## src/rtl/mem_port_arbiter_if.sv

```systemverilog
// Bundle of the fetch, load/store and backing-memory signals shared by the
// arbiter and its neighbours. The slave view belongs to the arbiter.
interface mem_port_arbiter_if #(
  parameter int ADDR_W = 32,
  parameter int DATA_W = 32
);
  logic              if_req;
  logic [ADDR_W-1:0] if_addr;
  logic              if_gnt;
  logic              if_rvalid;
  logic [DATA_W-1:0] if_rdata;

  logic              d_req;
  logic              d_we;
  logic [ADDR_W-1:0] d_addr;
  logic [DATA_W-1:0] d_wdata;
  logic              d_gnt;
  logic              d_rvalid;
  logic [DATA_W-1:0] d_rdata;

  logic              mem_en;
  logic              mem_we;
  logic [ADDR_W-1:0] mem_addr;
  logic [DATA_W-1:0] mem_wdata;
  logic [DATA_W-1:0] mem_rdata;

  logic              busy;

  modport slave (
    input  if_req, if_addr, d_req, d_we, d_addr, d_wdata, mem_rdata,
    output if_gnt, if_rvalid, if_rdata, d_gnt, d_rvalid, d_rdata,
           mem_en, mem_we, mem_addr, mem_wdata, busy
  );

  modport master (
    output if_req, if_addr, d_req, d_we, d_addr, d_wdata, mem_rdata,
    input  if_gnt, if_rvalid, if_rdata, d_gnt, d_rvalid, d_rdata,
           mem_en, mem_we, mem_addr, mem_wdata, busy
  );
endinterface

```

## src/rtl/mem_port_arbiter.sv

```systemverilog
// Shares one fixed-latency single-port memory between instruction fetch and
// load/store. Data wins by default; a streak limit guarantees fetch progress.
module mem_port_arbiter #(
  parameter int ADDR_W       = 32,
  parameter int DATA_W       = 32,
  parameter int MEM_LAT      = 2,
  parameter int MAX_D_STREAK = 4
) (
  input logic              clk,
  input logic              n_rst,
  mem_port_arbiter_if.slave bus
);
  localparam int CNT_W    = 3;
  localparam int STREAK_W = (MAX_D_STREAK < 1) ? 1 : $clog2(MAX_D_STREAK + 1);

  typedef enum logic {IDLE, WAIT} state_t;
  typedef enum logic {OWN_I, OWN_D} owner_t;

  state_t              state;
  owner_t              owner;
  logic                owner_we;
  logic [CNT_W-1:0]    cnt;
  logic [STREAK_W-1:0] streak;

  logic              pick_d;
  logic              grant_i;
  logic              grant_d;
  logic              done;
  logic [ADDR_W-1:0] addr_mux;
  logic [DATA_W-1:0] wdata_mux;

  // Fetch is forced only when it is actually contending and the streak is spent.
  assign pick_d  = bus.d_req && !(bus.if_req && streak == STREAK_W'(MAX_D_STREAK));
  // Grants are combinational from the requests, so they are held low while reset is asserted.
  assign grant_d = n_rst && (state == IDLE) && pick_d;
  assign grant_i = n_rst && (state == IDLE) && bus.if_req && !pick_d;
  assign done    = (state == WAIT) && (cnt == CNT_W'(1));

  // NOTE: every combinational output gets a default first so no path infers a latch.
  always_comb begin
    addr_mux    = '0;
    wdata_mux   = '0;
    bus.mem_we  = 1'b0;
    if (grant_d) begin
      addr_mux   = bus.d_addr;
      wdata_mux  = bus.d_wdata;
      bus.mem_we = bus.d_we;
    end else if (grant_i) begin
      addr_mux   = bus.if_addr;
    end
  end

  assign bus.mem_en    = grant_i || grant_d;
  assign bus.mem_addr  = addr_mux;
  assign bus.mem_wdata = wdata_mux;
  assign bus.if_gnt    = grant_i;
  assign bus.d_gnt     = grant_d;
  assign bus.busy      = (state == WAIT);

  assign bus.if_rvalid = done && (owner == OWN_I);
  assign bus.d_rvalid  = done && (owner == OWN_D);
  assign bus.if_rdata  = bus.if_rvalid ? bus.mem_rdata : '0;
  assign bus.d_rdata   = (bus.d_rvalid && !owner_we) ? bus.mem_rdata : '0;

  // NOTE: state registers use non-blocking assignments so every flop samples pre-edge values.
  always_ff @(posedge clk or negedge n_rst) begin
    if (!n_rst) begin
      state    <= IDLE;
      owner    <= OWN_I;
      owner_we <= 1'b0;
      cnt      <= '0;
      streak   <= '0;
    end else begin
      case (state)
        IDLE: begin
          if (grant_i || grant_d) begin
            state    <= WAIT;
            cnt      <= CNT_W'(MEM_LAT);
            owner    <= grant_d ? OWN_D : OWN_I;
            owner_we <= grant_d && bus.d_we;
            if (grant_i)
              streak <= '0;
            else if (bus.if_req)
              streak <= streak + STREAK_W'(1);
          end
        end
        WAIT: begin
          cnt <= cnt - CNT_W'(1);
          if (cnt == CNT_W'(1))
            state <= IDLE;
        end
        default: state <= IDLE;
      endcase
    end
  end
endmodule

```

## src/flat_wrapper.sv

```systemverilog
// flat-port wrapper written by rule: the top's interface ports become plain ports
module mem_port_arbiter_flat 
#(
  parameter int ADDR_W       = 32,
  parameter int DATA_W       = 32,
  parameter int MEM_LAT      = 2,
  parameter int MAX_D_STREAK = 4
)
  (clk, n_rst, bus_if_req, bus_if_addr, bus_d_req, bus_d_we, bus_d_addr, bus_d_wdata, bus_mem_rdata, bus_if_gnt, bus_if_rvalid, bus_if_rdata, bus_d_gnt, bus_d_rvalid, bus_d_rdata, bus_mem_en, bus_mem_we, bus_mem_addr, bus_mem_wdata, bus_busy);
  mem_port_arbiter_if #(.ADDR_W(ADDR_W), .DATA_W(DATA_W)) bus_i ();
  input logic clk;
  input logic n_rst;
  input wire logic [$bits(bus_i.if_req)-1:0] bus_if_req;
  input wire logic [$bits(bus_i.if_addr)-1:0] bus_if_addr;
  input wire logic [$bits(bus_i.d_req)-1:0] bus_d_req;
  input wire logic [$bits(bus_i.d_we)-1:0] bus_d_we;
  input wire logic [$bits(bus_i.d_addr)-1:0] bus_d_addr;
  input wire logic [$bits(bus_i.d_wdata)-1:0] bus_d_wdata;
  input wire logic [$bits(bus_i.mem_rdata)-1:0] bus_mem_rdata;
  output wire logic [$bits(bus_i.if_gnt)-1:0] bus_if_gnt;
  output wire logic [$bits(bus_i.if_rvalid)-1:0] bus_if_rvalid;
  output wire logic [$bits(bus_i.if_rdata)-1:0] bus_if_rdata;
  output wire logic [$bits(bus_i.d_gnt)-1:0] bus_d_gnt;
  output wire logic [$bits(bus_i.d_rvalid)-1:0] bus_d_rvalid;
  output wire logic [$bits(bus_i.d_rdata)-1:0] bus_d_rdata;
  output wire logic [$bits(bus_i.mem_en)-1:0] bus_mem_en;
  output wire logic [$bits(bus_i.mem_we)-1:0] bus_mem_we;
  output wire logic [$bits(bus_i.mem_addr)-1:0] bus_mem_addr;
  output wire logic [$bits(bus_i.mem_wdata)-1:0] bus_mem_wdata;
  output wire logic [$bits(bus_i.busy)-1:0] bus_busy;
  assign bus_i.if_req = bus_if_req;
  assign bus_i.if_addr = bus_if_addr;
  assign bus_i.d_req = bus_d_req;
  assign bus_i.d_we = bus_d_we;
  assign bus_i.d_addr = bus_d_addr;
  assign bus_i.d_wdata = bus_d_wdata;
  assign bus_i.mem_rdata = bus_mem_rdata;
  assign bus_if_gnt = bus_i.if_gnt;
  assign bus_if_rvalid = bus_i.if_rvalid;
  assign bus_if_rdata = bus_i.if_rdata;
  assign bus_d_gnt = bus_i.d_gnt;
  assign bus_d_rvalid = bus_i.d_rvalid;
  assign bus_d_rdata = bus_i.d_rdata;
  assign bus_mem_en = bus_i.mem_en;
  assign bus_mem_we = bus_i.mem_we;
  assign bus_mem_addr = bus_i.mem_addr;
  assign bus_mem_wdata = bus_i.mem_wdata;
  assign bus_busy = bus_i.busy;
  mem_port_arbiter #(.ADDR_W(ADDR_W), .DATA_W(DATA_W), .MEM_LAT(MEM_LAT), .MAX_D_STREAK(MAX_D_STREAK)) u_core (.clk(clk), .n_rst(n_rst), .bus(bus_i));
endmodule
```

## config.mk

```make
export PLATFORM = sky130hd
export DESIGN_NAME = mem_port_arbiter_flat
export DESIGN_NICKNAME = d
export VERILOG_FILES = /design/src/rtl/mem_port_arbiter_if.sv /design/src/rtl/mem_port_arbiter.sv /design/src/flat_wrapper.sv
export SDC_FILE = /design/constraint.sdc
export NUM_CORES = 1
export LEC_CHECK = 0
export CAP_MARGIN = 20
export CELL_PAD_IN_SITES_DETAIL_PLACEMENT = 2
export CELL_PAD_IN_SITES_GLOBAL_PLACEMENT = 2
export CORE_UTILIZATION = 10
export CTS_CLUSTER_DIAMETER = 30
export DETAILED_ROUTE_END_ITERATION = 8
export PLACE_DENSITY_LB_ADDON = 0.1
export RECOVER_POWER = 25
export SLEW_MARGIN = 10
export SYNTH_ARGS = -nofsm -noshare
export SYNTH_HDL_FRONTEND = slang
export SYNTH_SLANG_ARGS = --single-unit
```

## constraint.sdc

```tcl
create_clock -name clk -period 2.95 [get_ports clk]
set_input_delay 0.59 -clock clk [delete_from_list [all_inputs] [get_ports clk]]
set_output_delay 0.59 -clock clk [all_outputs]
set_load 0.05 [all_outputs]
```

==> Word level (Yosys, flattened, before mapping) <==
Index checks and enable logic that the tools add are counted.
{ "word_totals": {"regBits": 9, "memories": 0, "mem_bits_rw": 0, "latchBits": 0, "romBits": 0} }
{ "op_classes": {"n_lt_le_gt_ge": 0, "shifts": 0, "eq_ne": 3, "bitwise": 2, "div": 0, "multipliers": 0, "n_reduce_logical": 18, "n_mux": 14, "n_addsub": 2} }
{ "op_table": {"columns": ["cell", "count"], "rows": [
  ["32-bit 2-to-1 mux", 5],
  ["1-bit logical AND", 11],
  ["3-bit 2-to-1 mux", 3],
  ["3-bit case mux with 2 select lines", 1],
  ["1-bit 2-to-1 mux", 4],
  ["3-bit by 1-bit adder with 3-bit output (second input constant)", 1],
  ["3-bit by 1-bit equality test with 1-bit output (second input constant)", 1],
  ["3-bit equality test (second input constant)", 1],
  ["1-bit zero test", 3],
  ["3-bit AND reduction", 1],
  ["3-bit by 1-bit subtractor with 3-bit output (second input constant)", 1],
  ["2-bit != test (second input constant)", 1],
  ["1-bit inverter", 2],
  ["1-bit case mux with 2 select lines", 1],
  ["2-bit AND reduction", 1],
  ["2-bit nonzero test", 1],
  ["1-bit logical OR", 1]
]} }

==> Longest topological paths before layout <==
{ "depth": {"word_depth": 9, "mapped_depth": 8, "depth_no_buf": 5} }

==> Worst setup path before layout <==
No wires, ideal clock.
{ "synth_timing": {"path_type": "reg2out", "start": "reg u_core.state (netlist: u_core.bus.busy)", "end": "out bus_if_rdata[22]", "stages_incl_launch_ff": 6, "arrival_time_ns": 2.025, "path_slack_ns": 0.335, "cell_sequence": "dfrtp_1 buf_4 nand3b_1 nor2_1 buf_2 and2_1"} }
{ "synth_between": {"elab_chain_cells": 3} }
{ "synth_lines": {"columns": ["element", "line", "rtl"], "rows": [
  ["from (decl)", "mem_port_arbiter.sv:19", "state_t state;"],
  ["from (signal assigned)", "mem_port_arbiter.sv:68", "state <= IDLE;"],
  ["from (signal assigned)", "mem_port_arbiter.sv:77", "state <= WAIT;"],
  ["from (signal assigned)", "mem_port_arbiter.sv:90", "state <= IDLE;"],
  ["1-bit logical AND", "mem_port_arbiter.sv:37", "assign done = (state == WAIT) && (cnt == CNT_W'(1));"],
  ["1-bit logical AND", "mem_port_arbiter.sv:60", "assign bus.if_rvalid = done && (owner == OWN_I);"],
  ["net bus_if_rvalid", "flat_wrapper.sv:21", "output wire logic [$bits(bus_i.if_rvalid)-1:0] bus_if_rvalid;"],
  ["32-bit 2-to-1 mux", "mem_port_arbiter.sv:62", "assign bus.if_rdata = bus.if_rvalid ? bus.mem_rdata : '0;"],
  ["to (decl)", "flat_wrapper.sv:22", "output wire logic [$bits(bus_i.if_rdata)-1:0] bus_if_rdata;"]
]} }
The timed path passes the listed nets, and every way through them passes these cells.

==> Worst setup path after layout <==
{ "layout_timing": {"start": "in bus_if_req", "end": "out bus_mem_addr[9]"} }
{ "layout_between": {"elab_chain_cells": 7, "word_cells_on_any_way": 9, "classes_between": "mux: 2; reduce/logical: 7"} }
{ "layout_lines": {"columns": ["element", "line", "rtl"], "rows": [
  ["from (decl)", "flat_wrapper.sv:13", "input wire logic [$bits(bus_i.if_req)-1:0] bus_if_req;"],
  ["1-bit logical AND", "mem_port_arbiter.sv:33", "assign pick_d = bus.d_req && !(bus.if_req && streak == STREAK_W'(MAX_D_STREAK));"],
  ["1-bit zero test", "mem_port_arbiter.sv:33", null],
  ["1-bit logical AND", "mem_port_arbiter.sv:33", null],
  ["1-bit zero test", "mem_port_arbiter.sv:36", "assign grant_i = n_rst && (state == IDLE) && bus.if_req && !pick_d;"],
  ["1-bit logical AND", "mem_port_arbiter.sv:36", null],
  ["32-bit 2-to-1 mux", "mem_port_arbiter.sv:48", "end else if (grant_i) begin"],
  ["32-bit 2-to-1 mux (*)", "mem_port_arbiter.sv:44", "if (grant_d) begin"],
  ["to (decl)", "flat_wrapper.sv:28", "output wire logic [$bits(bus_i.mem_addr)-1:0] bus_mem_addr;"]
]} }
Every way passes the cells marked *; elsewhere a longest branch is shown, timed or not.

==> impl_metrics.csv <==
group,metric,value,unit
power,cellPowerDensity,438,nW/µm²
flow_run,max_cap_violations,0,
logic_synthesis,yosys_register_bits,9,
cts,clk_path_buf_depth,2,
global_route,grtUsageTotal,0.148,
cts,path_clk_slew,0.04,ns
place,placed_cells,636,
timing,period_share,0.966,
route,met3_length,1150,µm
power,leakage,2.34,nW
logic_synthesis,yosysTopAreaCellShare,0.403,
route,dr.pass1.iters,3,
route,met2_length,6560,µm
cts,insertion_delay,0.23,ns
global_route,grt-ovfl-total,0,
logic_synthesis,netlist_top_cells_area,"and2_1 (40%), a22o_1 (19%), dfrtp_1 (15%)",
logic_synthesis,synthesis.area,1500,µm²
route,wirelength,11600,µm
status,run_status,"finished clean",
worst_setup_path,criticalPathCategory,"in -> out",
route,post_drt_wl_per_cell,18.1,µm
hold_path,min_path_type,"reg -> reg",
cts,htree_num_levels,1,
timing,tns,0,ns
timing,post-route-min-period,2.85,ns
cts,numCtsBuffers,3,
place,dpl_cell_area,5690,µm²
worst_setup_path,slowest_delay,0.59,ns
timing,skew,0.000303,ns
final_layout,syn_to_final_growth,285,%
final_layout,antenna_cells,0,
route,post_drt_via_cell_ratio,3.91,
cts,cts_sinks,9,
logic_synthesis,ys_seq_area_frac,0.150,
route,top_layer_used,"met4",
timing,clock.fmax,351,MHz
floorplanning,die_area,15500,µm²
worst_setup_path,cp-start-kind,"primary input",
worst_setup_path,cp_num_buf_inv,3,
floorplanning,start_util,0.103,
logic_synthesis,yosys_warnings,0,
worst_setup_path,crit_arrival,2.26,ns
global_route,grt_pass1_wl,17800,µm
logic_synthesis,syn_area_per_cell,7.63,µm²
place,gp_congestion,0.775,
worst_setup_path,r2r_slack,1.33,ns
route,ant_nets,0,
floorplanning,io_pins,268,
logic_synthesis,synth_cells,197,
global_route,first_global_vias,2916,
timing,final_max_slew_viol_count,0,
final_layout,final_cells,641,
timing,max_slew_margin,0.604,
timing,worst_pin_slew,0.594,ns
route,vias,2509,
route,drc_errors,0,
place,portBuffers,267,
cts,root_buffer,"clkbuf_16",
timing,setup_violations,0,
final_layout,final_area,5790,µm²
floorplanning,die_y,125,µm
cts,cts_resized,0,
floorplanning,row_count,44,
final_layout,final_layout_size_suffix_gt1_frac,0.324,
floorplanning,core,14600,µm²
worst_setup_path,cp.required,2.36,ns
route,drtIter0Drc,39,
final_layout,nets,595,
logic_synthesis,syn_nets,334,
timing,rsz0062_at_grt,"no",
route,met1_length,3780,µm
cts,cts_tree,"done",
worst_setup_path,end_kind,"output pin",
logic_synthesis,synth_top_cell_by_area,"and2_1",
worst_setup_path,worstPathCellList,"clkdlybuf4s50_1, nand3_1, and3_2, clkbuf_16, a22o_1, buf_12",
place,dp_hpwl,9930,µm
global_route,grt_start_max_net_pins,69,
final_layout,fin_util,0.397,
power,vdd_drop_max,0.181,mV
worst_setup_path,critPathTopFamily,"buffers and inverters",
timing,hold_viol_final,0,
global_route,antenna_found_initial,0,
worst_setup_path,critical_path.max_fanout,34,
floorplanning,die_w,125,µm
logic_synthesis,synth_cell_types,28,
worst_setup_path,cpMaxStageDelayCell,"clkdlybuf4s50_1",
==> cell type report <==
cell class                 instances  area, µm²
fill                            1539       8800
timing repair buffer             274       4090
sequential                         9        225
inverter                           6       22.5
clock buffer                       4       78.8
multi-input combinational        164       1140
tap                              184        230
==> routing by layer <==
| layer | vias to the layer above | track usage |
|---|---|---|
| met2 | 160 | 0.298 |
| met3 | 6 | 0.0494 |
| met4 | 0 | 0.0234 |
| met5 | - | 0 |
| li1 | 1179 | - |
| met1 | 1164 | 0.144 |
==> placed cells by master, fill, tap and decap left out, types with 2 or more instances in the layout <==
cell type and n:
dfrtp_1 9, clkbuf_16 4, buf_12 135, a22o_1 33, and2_1 81, o21ai_0 2, ha_1 4, nand2_1 5
clkbuf_2 2, inv_1 6, nor2_1 5, and2_0 16, clkdlybuf4s50_1 133, xor2_1 2, nand3_1 2, clkbuf_1 2
==> final timing paths <==
kind,start,to,depth (start not counted)
max,bus_if_req,bus_mem_addr[9],6
min,u_core.streak[1]$_DFFE_PN0P_,u_core.streak[1]$_DFFE_PN0P_,2
max reg2reg,u_core.streak[0]$_DFFE_PN0P_,u_core.owner_we$_DFFE_PN0P_,6
min reg2reg,u_core.streak[1]$_DFFE_PN0P_,u_core.streak[1]$_DFFE_PN0P_,2
max in group asynchronous,n_rst,u_core.owner$_DFFE_PN0P_,2
min in group asynchronous,n_rst,u_core.cnt[1]$_DFFE_PN0P_,2
==> kinds of logic after synthesis <==
| kind of cell | synth area share |
|---|---|
| xor gates and xnor gates | 0.0116 |
| DFF | 0.150 |
| buffers and inverters | 0.0915 |
| and+or+nand+nor | 0.484 |
| AOI/OAI and AO/OA | 0.230 |
| adders and majority gates | 0.0333 |
==> synth_stat cells <==
master / instances
ha_1: 4
xor2_1: 2
nor2_1: 5
and2_1: 97
nand3b_4: 1
nand4b_1: 1
nand3_1: 2
and3_1: 1
o21bai_1: 1
or2_2: 1
buf_2: 5
a21o_1: 1
a21oi_2: 1
nand3b_1: 1
clkbuf_1: 5
nor3_2: 1
o21ai_0: 2
a22oi_1: 1
nand4_1: 1
a211oi_1: 1
nand2_1: 5
inv_1: 6
buf_6: 3
o21a_1: 1
a22o_1: 33
buf_4: 5
nor2b_2: 1
dfrtp_1: 9
==> power breakdown <==
group | internal (mW) | total (mW) | switching [mW] | leakage, nW
clock network | 0.181 | 0.238 | 0.0579 | 0.0382
logic | 0.984 | 2.07 | 1.09 | 2.19
registers | 0.183 | 0.225 | 0.0413 | 0.110
==> metrics by stage <==
step	total power, mW	setup slack [ns]	hold slack (ns)
global route	2.66	0.00301	0.566
detailed placement	2.32	0.0737	0.511
global placement	2.29	0.127	0.500
finish	2.54	0.101	0.530
CTS	2.57	0.0718	0.542
floorplan	1.22	0.335	0.294
==> flip-flops by register name, indices dropped and copies added (netlist names) <==
name	cells
u_core.cnt	3
u_core.streak	3
u_core.bus.busy	1
u_core.owner	1
u_core.owner_we	1
==> timing repair <==
action / in CTS / in global routing
hold buffers: 0 / 0
setup buffers: 0 / 0
endpoints found under the setup margin: 0 / 21
==> tightest hold or removal path, cell delays in order (launching register included) <==
cell and delay, ns:
dfrtp_1 0.36, nand2_1 0.06, o21ai_0 0.07
No activity file was read; power rests on OpenSTA's default activity.
